File: config.mk
export PLATFORM = sky130hd
export DESIGN_NAME = alu_issue_ctrl
export DESIGN_NICKNAME = d
export VERILOG_FILES = /design/src/rtl/alu_issue_pkg.sv /design/src/rtl/alu_issue_decode.sv /design/src/rtl/alu_issue_ctrl.sv
export SDC_FILE = /design/constraint.sdc
export NUM_CORES = 1
export LEC_CHECK = 0
export BUFFER_PORTS_ARGS = -buffer_cell sky130_fd_sc_hd__buf_2
export CAP_MARGIN = 20
export CORE_MARGIN = 2
export CORE_UTILIZATION = 40
export DETAILED_ROUTE_END_ITERATION = 10
export GPL_ROUTABILITY_DRIVEN = 0
export PLACE_DENSITY = 0.65
export SLEW_MARGIN = 20
export SYNTH_ARGS = -nofsm -noshare
export SYNTH_HDL_FRONTEND = slang
export SYNTH_HIERARCHICAL = 1
export SYNTH_SLANG_ARGS = --single-unit
export TNS_END_PERCENT = 100
File: constraint.sdc
create_clock -name Clk -period 2.2 [get_ports Clk]
set_input_delay 0.44 -clock Clk [delete_from_list [all_inputs] [get_ports Clk]]
set_output_delay 0.44 -clock Clk [all_outputs]
set_load 0.01 [all_outputs]
File: src/rtl/alu_issue_pkg.sv
// alu_issue_pkg: ALU select codes, MIPS opcode/funct constants and FSM/op-class types
package alu_issue_pkg;
    localparam logic [3:0] SEL_NOT_A = 4'd0;
    localparam logic [3:0] SEL_AND   = 4'd1;
    localparam logic [3:0] SEL_XOR   = 4'd2;
    localparam logic [3:0] SEL_OR    = 4'd3;
    localparam logic [3:0] SEL_DEC   = 4'd4;
    localparam logic [3:0] SEL_ADD   = 4'd5;
    localparam logic [3:0] SEL_SUB   = 4'd6;
    localparam logic [3:0] SEL_INC   = 4'd7;
    localparam logic [3:0] SEL_SLT   = 4'd8;

    localparam logic [5:0] OP_RTYPE = 6'h00;
    localparam logic [5:0] OP_BEQ   = 6'h04;
    localparam logic [5:0] OP_BNE   = 6'h05;
    localparam logic [5:0] OP_ADDI  = 6'h08;
    localparam logic [5:0] OP_ADDIU = 6'h09;
    localparam logic [5:0] OP_SLTI  = 6'h0A;
    localparam logic [5:0] OP_ANDI  = 6'h0C;
    localparam logic [5:0] OP_ORI   = 6'h0D;
    localparam logic [5:0] OP_XORI  = 6'h0E;
    localparam logic [5:0] OP_LW    = 6'h23;
    localparam logic [5:0] OP_SW    = 6'h2B;

    localparam logic [5:0] F_SLL  = 6'h00;
    localparam logic [5:0] F_ADD  = 6'h20;
    localparam logic [5:0] F_ADDU = 6'h21;
    localparam logic [5:0] F_SUB  = 6'h22;
    localparam logic [5:0] F_SUBU = 6'h23;
    localparam logic [5:0] F_AND  = 6'h24;
    localparam logic [5:0] F_OR   = 6'h25;
    localparam logic [5:0] F_XOR  = 6'h26;
    localparam logic [5:0] F_NOR  = 6'h27;
    localparam logic [5:0] F_SLT  = 6'h2A;

    typedef enum logic [2:0] {S_IDLE, S_EXEC, S_NOT2, S_ITER, S_DONE} state_t;
    typedef enum logic [2:0] {OC_SIMPLE, OC_NOR, OC_SLL, OC_BRANCH_EQ, OC_BRANCH_NE, OC_ILLEGAL} op_class_t;
    typedef enum logic [1:0] {B_RT, B_SEXT, B_ZEXT} b_src_t;
endpackage

File: src/rtl/alu_issue_decode.sv
// alu_issue_decode: combinational opcode/funct decode into op class, ALU select and B-operand source
module alu_issue_decode
    import alu_issue_pkg::*;
(
    input  logic [5:0] opcode,
    input  logic [5:0] funct,
    output op_class_t  op_class,
    output logic [3:0] sel,
    output b_src_t     b_src
);
    // map each supported instruction onto a single ALU select; unknown encodings fall to illegal
    always_comb begin
        op_class = OC_ILLEGAL;
        sel = SEL_ADD;
        b_src = B_RT;
        case (opcode)
            OP_RTYPE: begin
                case (funct)
                    F_ADD, F_ADDU: op_class = OC_SIMPLE;
                    F_SUB, F_SUBU: begin op_class = OC_SIMPLE; sel = SEL_SUB; end
                    F_AND: begin op_class = OC_SIMPLE; sel = SEL_AND; end
                    F_OR:  begin op_class = OC_SIMPLE; sel = SEL_OR; end
                    F_XOR: begin op_class = OC_SIMPLE; sel = SEL_XOR; end
                    F_SLT: begin op_class = OC_SIMPLE; sel = SEL_SLT; end
                    F_NOR: begin op_class = OC_NOR; sel = SEL_OR; end
                    F_SLL: op_class = OC_SLL;
                    default: op_class = OC_ILLEGAL;
                endcase
            end
            OP_ADDI, OP_ADDIU, OP_LW, OP_SW: begin op_class = OC_SIMPLE; b_src = B_SEXT; end
            OP_SLTI: begin op_class = OC_SIMPLE; sel = SEL_SLT; b_src = B_SEXT; end
            OP_ANDI: begin op_class = OC_SIMPLE; sel = SEL_AND; b_src = B_ZEXT; end
            OP_ORI:  begin op_class = OC_SIMPLE; sel = SEL_OR;  b_src = B_ZEXT; end
            OP_XORI: begin op_class = OC_SIMPLE; sel = SEL_XOR; b_src = B_ZEXT; end
            OP_BEQ:  begin op_class = OC_BRANCH_EQ; sel = SEL_SUB; end
            OP_BNE:  begin op_class = OC_BRANCH_NE; sel = SEL_SUB; end
            default: op_class = OC_ILLEGAL;
        endcase
    end
endmodule

File: src/rtl/alu_issue_ctrl.sv
// alu_issue_ctrl: execute-stage sequencer for the select-driven ALU; define ALU_ISSUE_OVF_EN for the signed overflow flag
module alu_issue_ctrl
    import alu_issue_pkg::*;
#(
    parameter int WIDTH = 32,
    parameter int SHAMT_W = 5
) (
    input  logic               Clk,
    input  logic               Rst_n,
    input  logic               InValid,
    output logic               InReady,
    input  logic [5:0]         Opcode,
    input  logic [5:0]         Funct,
    input  logic [SHAMT_W-1:0] Shamt,
    input  logic [WIDTH-1:0]   RsData,
    input  logic [WIDTH-1:0]   RtData,
    input  logic [15:0]        Imm,
    output logic [WIDTH-1:0]   AluA,
    output logic [WIDTH-1:0]   AluB,
    output logic [3:0]         AluSelect,
    input  logic [WIDTH-1:0]   AluOut,
    input  logic               AluIs0,
    output logic               OutValid,
    input  logic               OutReady,
    output logic [WIDTH-1:0]   Result,
    output logic               BranchTaken,
    output logic               Illegal,
    output logic               Overflow
);
    state_t state, state_nxt;
    op_class_t oc, oc_r;
    b_src_t b_src;
    logic [3:0] sel, sel_r;
    logic [WIDTH-1:0] a_r, b_r, acc, result, b_in;
    logic [SHAMT_W-1:0] cnt;
    logic branch, illegal, accept, busy;

    alu_issue_decode u_decode (
        .opcode(Opcode),
        .funct(Funct),
        .op_class(oc),
        .sel(sel),
        .b_src(b_src)
    );

    assign InReady = Rst_n && state == S_IDLE;
    assign accept = InValid && InReady;
    assign busy = state == S_EXEC || state == S_NOT2 || state == S_ITER;
    assign b_in = b_src == B_SEXT ? {{(WIDTH-16){Imm[15]}}, Imm}
                : b_src == B_ZEXT ? {{(WIDTH-16){1'b0}}, Imm} : RtData;
    assign OutValid = state == S_DONE;
    assign Result = result;
    assign BranchTaken = branch;
    assign Illegal = illegal;

    // next state and ALU drive; SLL doubles rt each step, NOR inverts the stored OR result
    always_comb begin
        state_nxt = state;
        AluA = '0;
        AluB = '0;
        AluSelect = SEL_ADD;
        case (state)
            S_IDLE: if (accept) state_nxt = oc == OC_ILLEGAL ? S_DONE : S_EXEC;
            S_EXEC: begin
                AluA = oc_r == OC_SLL ? b_r : a_r;
                AluB = b_r;
                AluSelect = oc_r != OC_SLL ? sel_r : cnt == '0 ? SEL_OR : SEL_ADD;
                state_nxt = oc_r == OC_NOR ? S_NOT2
                          : (oc_r == OC_SLL && cnt > SHAMT_W'(1)) ? S_ITER : S_DONE;
            end
            S_NOT2: begin
                AluA = acc;
                AluSelect = SEL_NOT_A;
                state_nxt = S_DONE;
            end
            S_ITER: begin
                AluA = acc;
                AluB = acc;
                state_nxt = cnt == SHAMT_W'(1) ? S_DONE : S_ITER;
            end
            S_DONE: if (OutReady) state_nxt = S_IDLE;
            default: state_nxt = S_IDLE;
        endcase
    end

    // state, latched instruction, step counter/accumulator and held result registers
    always_ff @(posedge Clk or negedge Rst_n) begin
        if (!Rst_n) begin
            state <= S_IDLE;
            oc_r <= OC_SIMPLE;
            sel_r <= SEL_ADD;
            a_r <= '0;
            b_r <= '0;
            cnt <= '0;
            acc <= '0;
            result <= '0;
            branch <= 1'b0;
            illegal <= 1'b0;
        end else begin
            state <= state_nxt;
            if (accept) begin
                oc_r <= oc;
                sel_r <= sel;
                a_r <= RsData;
                b_r <= b_in;
                cnt <= Shamt;
                result <= '0;
                branch <= 1'b0;
                illegal <= oc == OC_ILLEGAL;
            end
            if (busy) begin
                acc <= AluOut;
                if (cnt != '0) cnt <= cnt - 1'b1;
            end
            if (busy && state_nxt == S_DONE) result <= AluOut;
            if (state == S_EXEC) branch <= (oc_r == OC_BRANCH_EQ && AluIs0) || (oc_r == OC_BRANCH_NE && !AluIs0);
        end
    end

`ifdef ALU_ISSUE_OVF_EN
    logic ovf_chk, ovf;

    // flag signed add/sub overflow for the trapping forms only, sampled while EXEC drives the ALU
    always_ff @(posedge Clk or negedge Rst_n) begin
        if (!Rst_n) begin
            ovf_chk <= 1'b0;
            ovf <= 1'b0;
        end else begin
            if (accept) begin
                ovf_chk <= (Opcode == OP_RTYPE && (Funct == F_ADD || Funct == F_SUB)) || Opcode == OP_ADDI;
                ovf <= 1'b0;
            end
            if (state == S_EXEC)
                ovf <= ovf_chk && AluOut[WIDTH-1] != AluA[WIDTH-1]
                    && (sel_r == SEL_SUB ? AluA[WIDTH-1] != AluB[WIDTH-1] : AluA[WIDTH-1] == AluB[WIDTH-1]);
        end
    end

    assign Overflow = ovf;
`else
    assign Overflow = 1'b0;
`endif
endmodule
Yosys cells after proc, flatten, opt, wreduce, memory -nomap -nowiden
Index checks and enable logic that the tools add are counted.

Output and inout bits: 105. Bits of input ports: 134. Word-level logic and storage cells: 97. Bits in registers: 145.

Add/sub/neg operators: 1. Muxes and demuxes: 27. $lt $le $gt $ge: 1. Reduce and logical (&&, ||, !) cells: 25. Equal/unequal tests: 33.

Operators with widths (number): 32-bit 2-to-1 mux (5); 32-bit case mux with 2 select lines (2); 6-bit == test (second input constant) (11); 6-bit by 4-bit == test with 1-bit output (second input constant) (6); 4-bit case mux with 6 select lines (1); 3-bit 2-to-1 mux (7); 4-bit case mux with 5 select lines (1); 8-bit OR reduction (2); 5-bit 2-to-1 mux (3); 3-bit case mux with 5 select lines (1); 3-bit by 2-bit == test with 1-bit output (second input constant) (4); 3-bit == test (second input constant) (4); 6-bit by 3-bit == test with 1-bit output (second input constant) (2); 6-bit zero test (2); 3-bit case mux with 4 select lines (1); 3-bit case mux with 3 select lines (1); 4-bit case mux with 2 select lines (1); 2-bit OR reduction (4); 3-bit by 1-bit == test with 1-bit output (second input constant) (2); 1-bit logical AND (6); 5-bit by 1-bit == test with 1-bit output (second input constant) (1); 5-bit by 1-bit > comparator with 1-bit output (second input constant) (1); 5-bit zero test (1); 5-bit nonzero test (1); other kinds (13) (17).

Longest topological paths before layout
Gate-level depths: netlist of the first run.

Depth in word-level cells: 11. Mapped depth: 10. Mapped depth without buffers: 8.

Hierarchy
Netlist of the first run, hierarchy kept.

Modules (own cells, without submodules): alu_issue_ctrl (area each 7031.7 µm², sequential area each 3631.0 µm², instances 1, cells an instance 749); alu_issue_decode (area each 389.1 µm², sequential area each 0.0 µm², instances 1, cells an instance 63).

Worst setup path before layout of the first run
OpenSTA, ideal clock, no wires.

Kind: input to register. From: in Funct[0]. To: reg result[10] (netlist: Result[10]). Cell stages on the path: 9. Data arrival time: 2224 ps. Library setup time: 122 ps. Data required time: 2078 ps. Setup slack: -145 ps. Buffers on the path: 1. Path through: nor2_2 o21bai_1 a211o_1 a311o_1 and3b_1 a32oi_2 o211ai_4 buf_6 a32o_1.

Cells in the longest elaborated chain, start to end: 11. Elaborated cells between the ends (all ways): 21. Classes of those cells: eq/ne (11); mux (6); reduce/logical (4).

Ends and longest elaborated chain: from (decl) (line alu_issue_ctrl.sv:13) `input logic [5:0] Funct,`; 6-bit == test (line alu_issue_decode.sv:18) `case (funct)`; 8-bit OR reduction (no source line); 3-bit case mux with 3 select lines (*) (line alu_issue_decode.sv:18); 3-bit case mux with 4 select lines (*) (line alu_issue_decode.sv:16) `case (opcode)`; via oc[0] (line alu_issue_ctrl.sv:31) `op_class_t oc, oc_r;`; 3-bit == test (*) (line alu_issue_ctrl.sv:63) `S_IDLE: if (accept) state_nxt = oc == OC_ILLEGAL ? S_DONE : S_EXEC;`; 3-bit 2-to-1 mux (*) (2 in a row) (line alu_issue_ctrl.sv:63); 3-bit case mux with 5 select lines (*) (line alu_issue_ctrl.sv:62) `case (state)`; 3-bit == test (*) (line alu_issue_ctrl.sv:115) `if (busy && state_nxt == S_DONE) result <= AluOut;`; 1-bit logical AND (*) (line alu_issue_ctrl.sv:115); 32-bit 2-to-1 mux / 2-bit nonzero test (equally long branches); to (signal assigned) (line alu_issue_ctrl.sv:115); to (decl) (line alu_issue_ctrl.sv:34) `logic [WIDTH-1:0] a_r, b_r, acc, result, b_in;`.

Mark *: on every way through the listed nets, which the timed path passes. The rest lies on a longest branch. A chain may end at the register's enable or synchronous reset.

Worst setup path in the final report of the first run
From: reg oc_r[0]. To: out AluA[22].

Cells in the longest elaborated chain, start to end: 3.

Ends and longest elaborated chain: from (decl) (line alu_issue_ctrl.sv:31); from (signal assigned) (line alu_issue_ctrl.sv:90) `oc_r <= OC_SIMPLE;`; from (signal assigned) (line alu_issue_ctrl.sv:102) `oc_r <= oc;`; 3-bit by 2-bit == test with 1-bit output (line alu_issue_ctrl.sv:65) `AluA = oc_r == OC_SLL ? b_r : a_r;`; 32-bit 2-to-1 mux (line alu_issue_ctrl.sv:65); 32-bit case mux with 2 select lines (line alu_issue_ctrl.sv:62); to (decl) (line alu_issue_ctrl.sv:18) `output logic [WIDTH-1:0] AluA,`.

No other way between the ends.

==> flow_summary.json, run 1 <==
{
  "grt_pass1_wl_um": 37050,
  "async_flop_share_pct": 100.0,
  "drive_gt1_share_pct": 35.52,
  "grt_use_total_pct": 24.08,
  "hold_path.class": "input pin to async pin",
  "p_int_uw": 6218,
  "pre_cts_ws_ns": -0.3099,
  "die_area_mm2": 0.01966,
  "timing.fmax_ghz": 0.4284,
  "clk_latency_ns": 0.43,
  "swShare_pct": 33.03,
  "wl_per_cell_um": 17.95,
  "maxSlewViolCount": 0,
  "fin_ws_ns": -0.1344,
  "grt-ovfl-total": 0,
  "end_kind": "output pin",
  "violations": "negative setup slack",
  "multi_input_area_mm2": 0.003596,
  "clkTransAtPathRegs_ns": 0.06,
  "seq_area_mm2": 0.003633,
  "grt_pass1_vias": 6980,
  "dr.pass1.iters": 5,
  "die_y_um": 140.2,
  "worstSetupPathType": "flip-flop to output pin",
  "cts_buffers": 17,
  "required_ns": 1.76,
  "diodes": 0,
  "critPathMaxFanout": 5,
  "power_uw": 9284,
  "syn_area_mm2": 0.007421,
  "clockPowerShare_pct": 31.5,
  "peakVddDrop_mv": 0.5267,
  "synth_edf_count": 0,
  "period_share_pct": 106.1,
  "tightest_slew_ns": 0.7882,
  "rows": 49,
  "synthMuxAreaShare_pct": 7.048,
  "run_status": "complete, but fails checks",
  "clock-sinks": 145,
  "ys_seq_area_share_pct": 48.93,
  "max-slew-margin-rel_pct": 47.45,
  "synth_compound_gate_area_share_pct": 18.66,
  "synth_cells": 812,
  "route.vias.total": 7051,
  "ant_nets": 0,
  "synthSimpleGateAreaFrac_pct": 19.88,
  "pwr-share-comb_pct": 23.9,
  "setup-violations-final": 61,
  "drt_iter0_drc": 378,
  "grt_max_degree": 146,
  "cts_tree": "yes",
  "core_area_mm2": 0.01809,
  "grt_antenna_before_repair": 0,
  "holdBufCountCts": 0,
  "cts_max_path_buffers": 2,
  "crit_arrival_ns": 1.89,
  "ff2ff_path_depth": 7,
  "finalHoldViolations": 0,
  "synth_seq_cells": 145,
  "cp-start-kind": "flip-flop",
  "start_util_pct": 41.03,
  "p_switching_uw": 3066,
  "power_density_mw_per_mm2": 904.1,
  "syn_area_per_cell_um2": 9.139,
  "rsz0062_at_grt": "yes",
  "cts_max_level": 4,
  "synth_fa_ha_area_share_pct": 0.6407,
  "fillers": 1639,
  "period_needed_ns": 2.334,
  "synth_flop_cell": "dfrtp_1",
  "synth_top_family_by_area": "simple AND/OR/NAND/NOR gates",
  "routed_wl_um": 23820,
  "ioPinCount": 239,
  "nets": 1222,
  "syn-num-nets": 949,
  "cts_root_buffer": "clkbuf_16",
  "power_leakage_uw": 0.005226,
  "p_seq_share_pct": 44.6,
  "viasPerCell": 5.313,
  "fp.dieW_um": 140.2,
  "route.detailed.drc": 0,
  "ys_types": 67,
  "synth_warnings": 6,
  "clock_skew_ns": 0.01416,
  "drv_cap": 0,
  "area_growth_pct": 38.37,
  "place_hpwl_um": 16070,
  "synth_xor_xnor_area_share_pct": 0.2360,
  "io_buffers": 237
}
[power by group through the flow]
stage	registers, uW	clock network [uW]	logic (uW)
after floorplan	4020	0	1330
after global placement	4120	0	2070
after detailed placement	4150	0	2110
after CTS	4130	2960	2190
after global routing	4250	3080	2520
final	4140	2920	2220
[cells in the final DEF, fill, tap and decap left out, types with 5 or more instances in the layout]
cell type and instances:
nand2_1 289, a21oi_1 24, a22o_1 32, mux2i_1 48, clkbuf_16 20, a32o_1 32, buf_12 15, buf_2 231
dfrtp_1 141, nor2_1 8, buf_6 13, inv_6 5, buf_4 52, o21ai_0 36, o21ai_1 33, nand2b_1 6
[registers in the layout, indices dropped and copies added, names as in the netlist]
register and count:
cnt 5, oc_r 3, Illegal 1, state 3
Result 32, a_r 32, sel_r 4, b_r 32
BranchTaken 1, acc 32
[cells by family after synthesis]
logic type,count (synthesis)
other,1
multiplexers,52
AND/OR/NAND/NOR,347
adder cells (fa/ha/maj),4
flip-flops,145
AO/OA/AOI/OAI,192
buffers and inverters,69
XOR/XNOR,2
[final timing paths]
| kind | startpoint | to | slack [ns] |
|---|---|---|---|
| setup reg to reg | cnt[0]$_DFF_PN0_ | Result[14]$_DFFE_PN0P_ | 0.12 |
| hold reg to reg | sel_r[2]$_DFFE_PN1P_ | sel_r[2]$_DFFE_PN1P_ | 0.46 |
| hold / removal | Rst_n | a_r[17]$_DFFE_PN0P_ | 0.17 |
| min in group Clk | RsData[29] | a_r[29]$_DFFE_PN0P_ | 0.20 |
| setup / recovery | oc_r[0]$_DFFE_PN0P_ | AluA[22] | -0.13 |
| max in group asynchronous | Rst_n | state[0]$_DFF_PN0_ | 1.41 |
[through the flow]
stage	TNS [ns]	area, um^2	hold WS, ns	utilization [%]	cells
2_1_floorplan	0	7441	0.1444	-	812
4_1_cts	-3.490	10080	0.1872	55.75	1318
6_report	-3.332	10270	0.1745	56.78	1327
3_3_place_gp	-10.28	9236	0.4473	51.07	1276
3_5_place_dp	-11.78	9236	0.4464	51.07	1276
5_1_grt	-9.218	10270	0.1973	56.78	1327
[Yosys cell counts, types with 5 or more instances]
library cell,instances,area (um^2)
nand2_1,290,1089
mux2i_1,50,500.5
a32o_1,32,320.3
nor2_1,9,33.78
buf_2,18,90.09
o21bai_1,5,37.54
buf_6,6,67.56
nand2b_1,7,43.79
inv_1,6,22.52
dfrtp_1,143,3578
a21oi_1,26,130.1
nor3_1,5,25.02
a22o_1,32,280.3
o21ai_0,69,345.3
clkbuf_1,32,120.1
[metal layers]
layer	routed length, um	vias to the layer above	global-route usage, %
met1	10220	3381	31.59
met3	1686	35	5.504
met4	462	0	7.018
met2	11460	263	40.09
li1	-	3372	-
met5	0	-	0
[final cells by class]
class                   instances  area share, %
well taps                     229          2.790
flip-flops and latches        145          35.38
clock inverters                13          1.450
repair buffers                317          20.82
multi-input cells             598          35.02
clock buffers                  19          4.313
inverters                       6         0.2193
[critical path, cell delays in order (launching register included)]
cell     delay, ns
dfrtp_1       0.41
nor3b_4       0.20
buf_6         0.14
buf_12        0.13
buf_16        0.14
mux2i_4       0.22
o21ai_2       0.08
buf_2         0.15
[timing repair]
action	CTS	global route
buffers inserted	8	7
pin swaps	6	6
cloned	2	3
setup endpoints to repair	70	68
gates resized for setup	63	17
Power figures use the tool's default switching activity.
==> run 2: changes to the inputs <==
--- a/config.mk
+++ b/config.mk
@@ -8,10 +8,10 @@
 export BUFFER_PORTS_ARGS = -buffer_cell sky130_fd_sc_hd__buf_2
 export CAP_MARGIN = 20
 export CORE_MARGIN = 2
-export CORE_UTILIZATION = 40
+export CORE_UTILIZATION = 51
 export DETAILED_ROUTE_END_ITERATION = 10
 export GPL_ROUTABILITY_DRIVEN = 0
-export PLACE_DENSITY = 0.65
+export PLACE_DENSITY = 0.8
 export SLEW_MARGIN = 20
 export SYNTH_ARGS = -nofsm -noshare
 export SYNTH_HDL_FRONTEND = slang
==> run 2 against run 1 <==
The run still ends with negative setup slack left. Global-route usage increased by 7.1 points. Die area is 21% lower. Sequential cell count unchanged. Wire length rose by 1.4%. Critical endpoint is now AluA[16].
==> flow_summary.json, run 2 (synthesized netlist as in run 1, its figures left out) <==
{
  "die_area_mm2": 0.01553,
  "grt_pass1_wl_um": 38090,
  "dr.pass1.iters": 5,
  "grt-ovfl-total": 0,
  "routed_wl_um": 24170,
  "area_growth_pct": 37.75,
  "wl_per_cell_um": 18.71,
  "cts_max_level": 4,
  "fillers": 1100,
  "r2r_start": "state[1]$_DFF_PN0_",
  "setup-violations-final": 53,
  "cts_tree": "yes",
  "ff2ff_path_depth": 9,
  "fp.dieW_um": 124.6,
  "grt_max_degree": 146,
  "io_buffers": 237,
  "worstSetupPathType": "flip-flop to output pin",
  "tightest_slew_ns": 0.7552,
  "place_hpwl_um": 15670,
  "start_util_pct": 51.65,
  "clk_latency_ns": 0.43,
  "power_leakage_uw": 0.005251,
  "period_needed_ns": 2.357,
  "hold_slack_ns": 0.1863,
  "startpoint": "oc_r[2]$_DFFE_PN0P_",
  "maxSlewViolCount": 0,
  "end_kind": "output pin",
  "violations": "negative setup slack",
  "drive_gt1_share_pct": 36.01,
  "grt_pass1_vias": 7275,
  "critPathMaxFanout": 9,
  "clock_skew_ns": 0.008160,
  "rows": 44,
  "max-slew-margin-rel_pct": 49.65,
  "period_share_pct": 107.1,
  "die_y_um": 124.6,
  "hold_path.class": "input pin to async pin",
  "clock-sinks": 145,
  "run_status": "complete, but fails checks",
  "pre_cts_ws_ns": -0.3480,
  "drv_cap": 0,
  "cp-start-kind": "flip-flop",
  "core_area_mm2": 0.01437,
  "cts_max_path_buffers": 2,
  "rsz0062_at_grt": "yes",
  "diodes": 0,
  "ioPinCount": 239,
  "fin_ws_ns": -0.1571,
  "viasPerCell": 5.657,
  "grt_use_total_pct": 31.16,
  "crit_arrival_ns": 1.92,
  "final_cell_mix": "290 x nand2_1, 230 x buf_2, 141 x dfrtp_1",
  "route.detailed.drc": 0,
  "required_ns": 1.76,
  "route.vias.total": 7309,
  "timing.fmax_ghz": 0.4243,
  "peakVddDrop_mv": 0.5489,
  "power_density_mw_per_mm2": 900.2,
  "ant_nets": 0,
  "cts_root_buffer": "clkbuf_16",
  "clkTransAtPathRegs_ns": 0.06,
  "layout_commonest_cell": "nand2_1",
  "cts_buffers": 17,
  "grt_antenna_before_repair": 2,
  "nets": 1233,
  "finalHoldViolations": 0,
  "drt_iter0_drc": 683
}
[run 2: cell types whose count changed in the layout (fill, tap and decap cells not counted), moves of 4 or more]
cell / change
inv_6: -4
o21ai_0: +10
o21ai_1: -12
buf_4: +12
[run 2: layer usage]
layer	GRT usage [%]	vias up	wire, um
met5	0	-	13
met4	11.10	2	548
met3	8.763	38	2251
met2	51.88	365	11880
met1	39.02	3506	9470
li1	-	3398	-
[run 2: final timing paths]
kind / to / slack, ns
max: AluA[16] / -0.16
min in group Clk: a_r[30]$_DFFE_PN0P_ / 0.20
max reg2reg: cnt[2]$_DFF_PN0_ / 0.04
min: a_r[17]$_DFFE_PN0P_ / 0.19
min reg2reg: sel_r[2]$_DFFE_PN1P_ / 0.47
max in group asynchronous: state[0]$_DFF_PN0_ / 1.44
[run 2: cell type report]
type                       instances  area (um^2)  area share, %
sequential                       145         3633          35.54
clock buffer                      21        450.4          4.406
multi-input combinational        598         3577          34.99
tap                              184        230.2          2.252
timing repair buffer             328         2197          21.49
inverter                           6        22.52         0.2203
clock inverter                    10        111.4          1.089
[run 2: where the power goes]
| group | internal (uW) | total [uW] | switching, uW |
|---|---|---|---|
| Clock | 1680 | 2790 | 1100 |
| Sequential | 3490 | 4150 | 657 |
| Combinational | 1010 | 2270 | 1250 |
[run 2: repair_timing]
action                     in CTS  in global routing
setup buffers                  12                 14
cloned                          4                  1
setup endpoints to repair      68                 70
hold buffers                    0                  0
pin swaps                       1                  7
gates resized for setup        43                 28
[run 2: metrics by stage]
step	utilization, %	setup TNS (ns)	cells	total power [uW]	instance area (um^2)
after floorplan	-	0	812	5346	7441
after global placement	63.85	-8.195	1232	6135	9175
after detailed placement	63.85	-12.74	1232	6257	9175
after CTS	70.12	-5.325	1279	9107	10080
after global routing	71.14	-7.318	1292	9725	10220
final	71.14	-3.796	1292	9202	10220
[run 2: critical path: stages, from the launching register on]
cell	delay, ns
dfrtp_1	0.41
nor3b_4	0.26
buf_4	0.18
buf_6	0.10
buf_12	0.14
mux2i_1	0.17
o21ai_0	0.08
buf_2	0.15
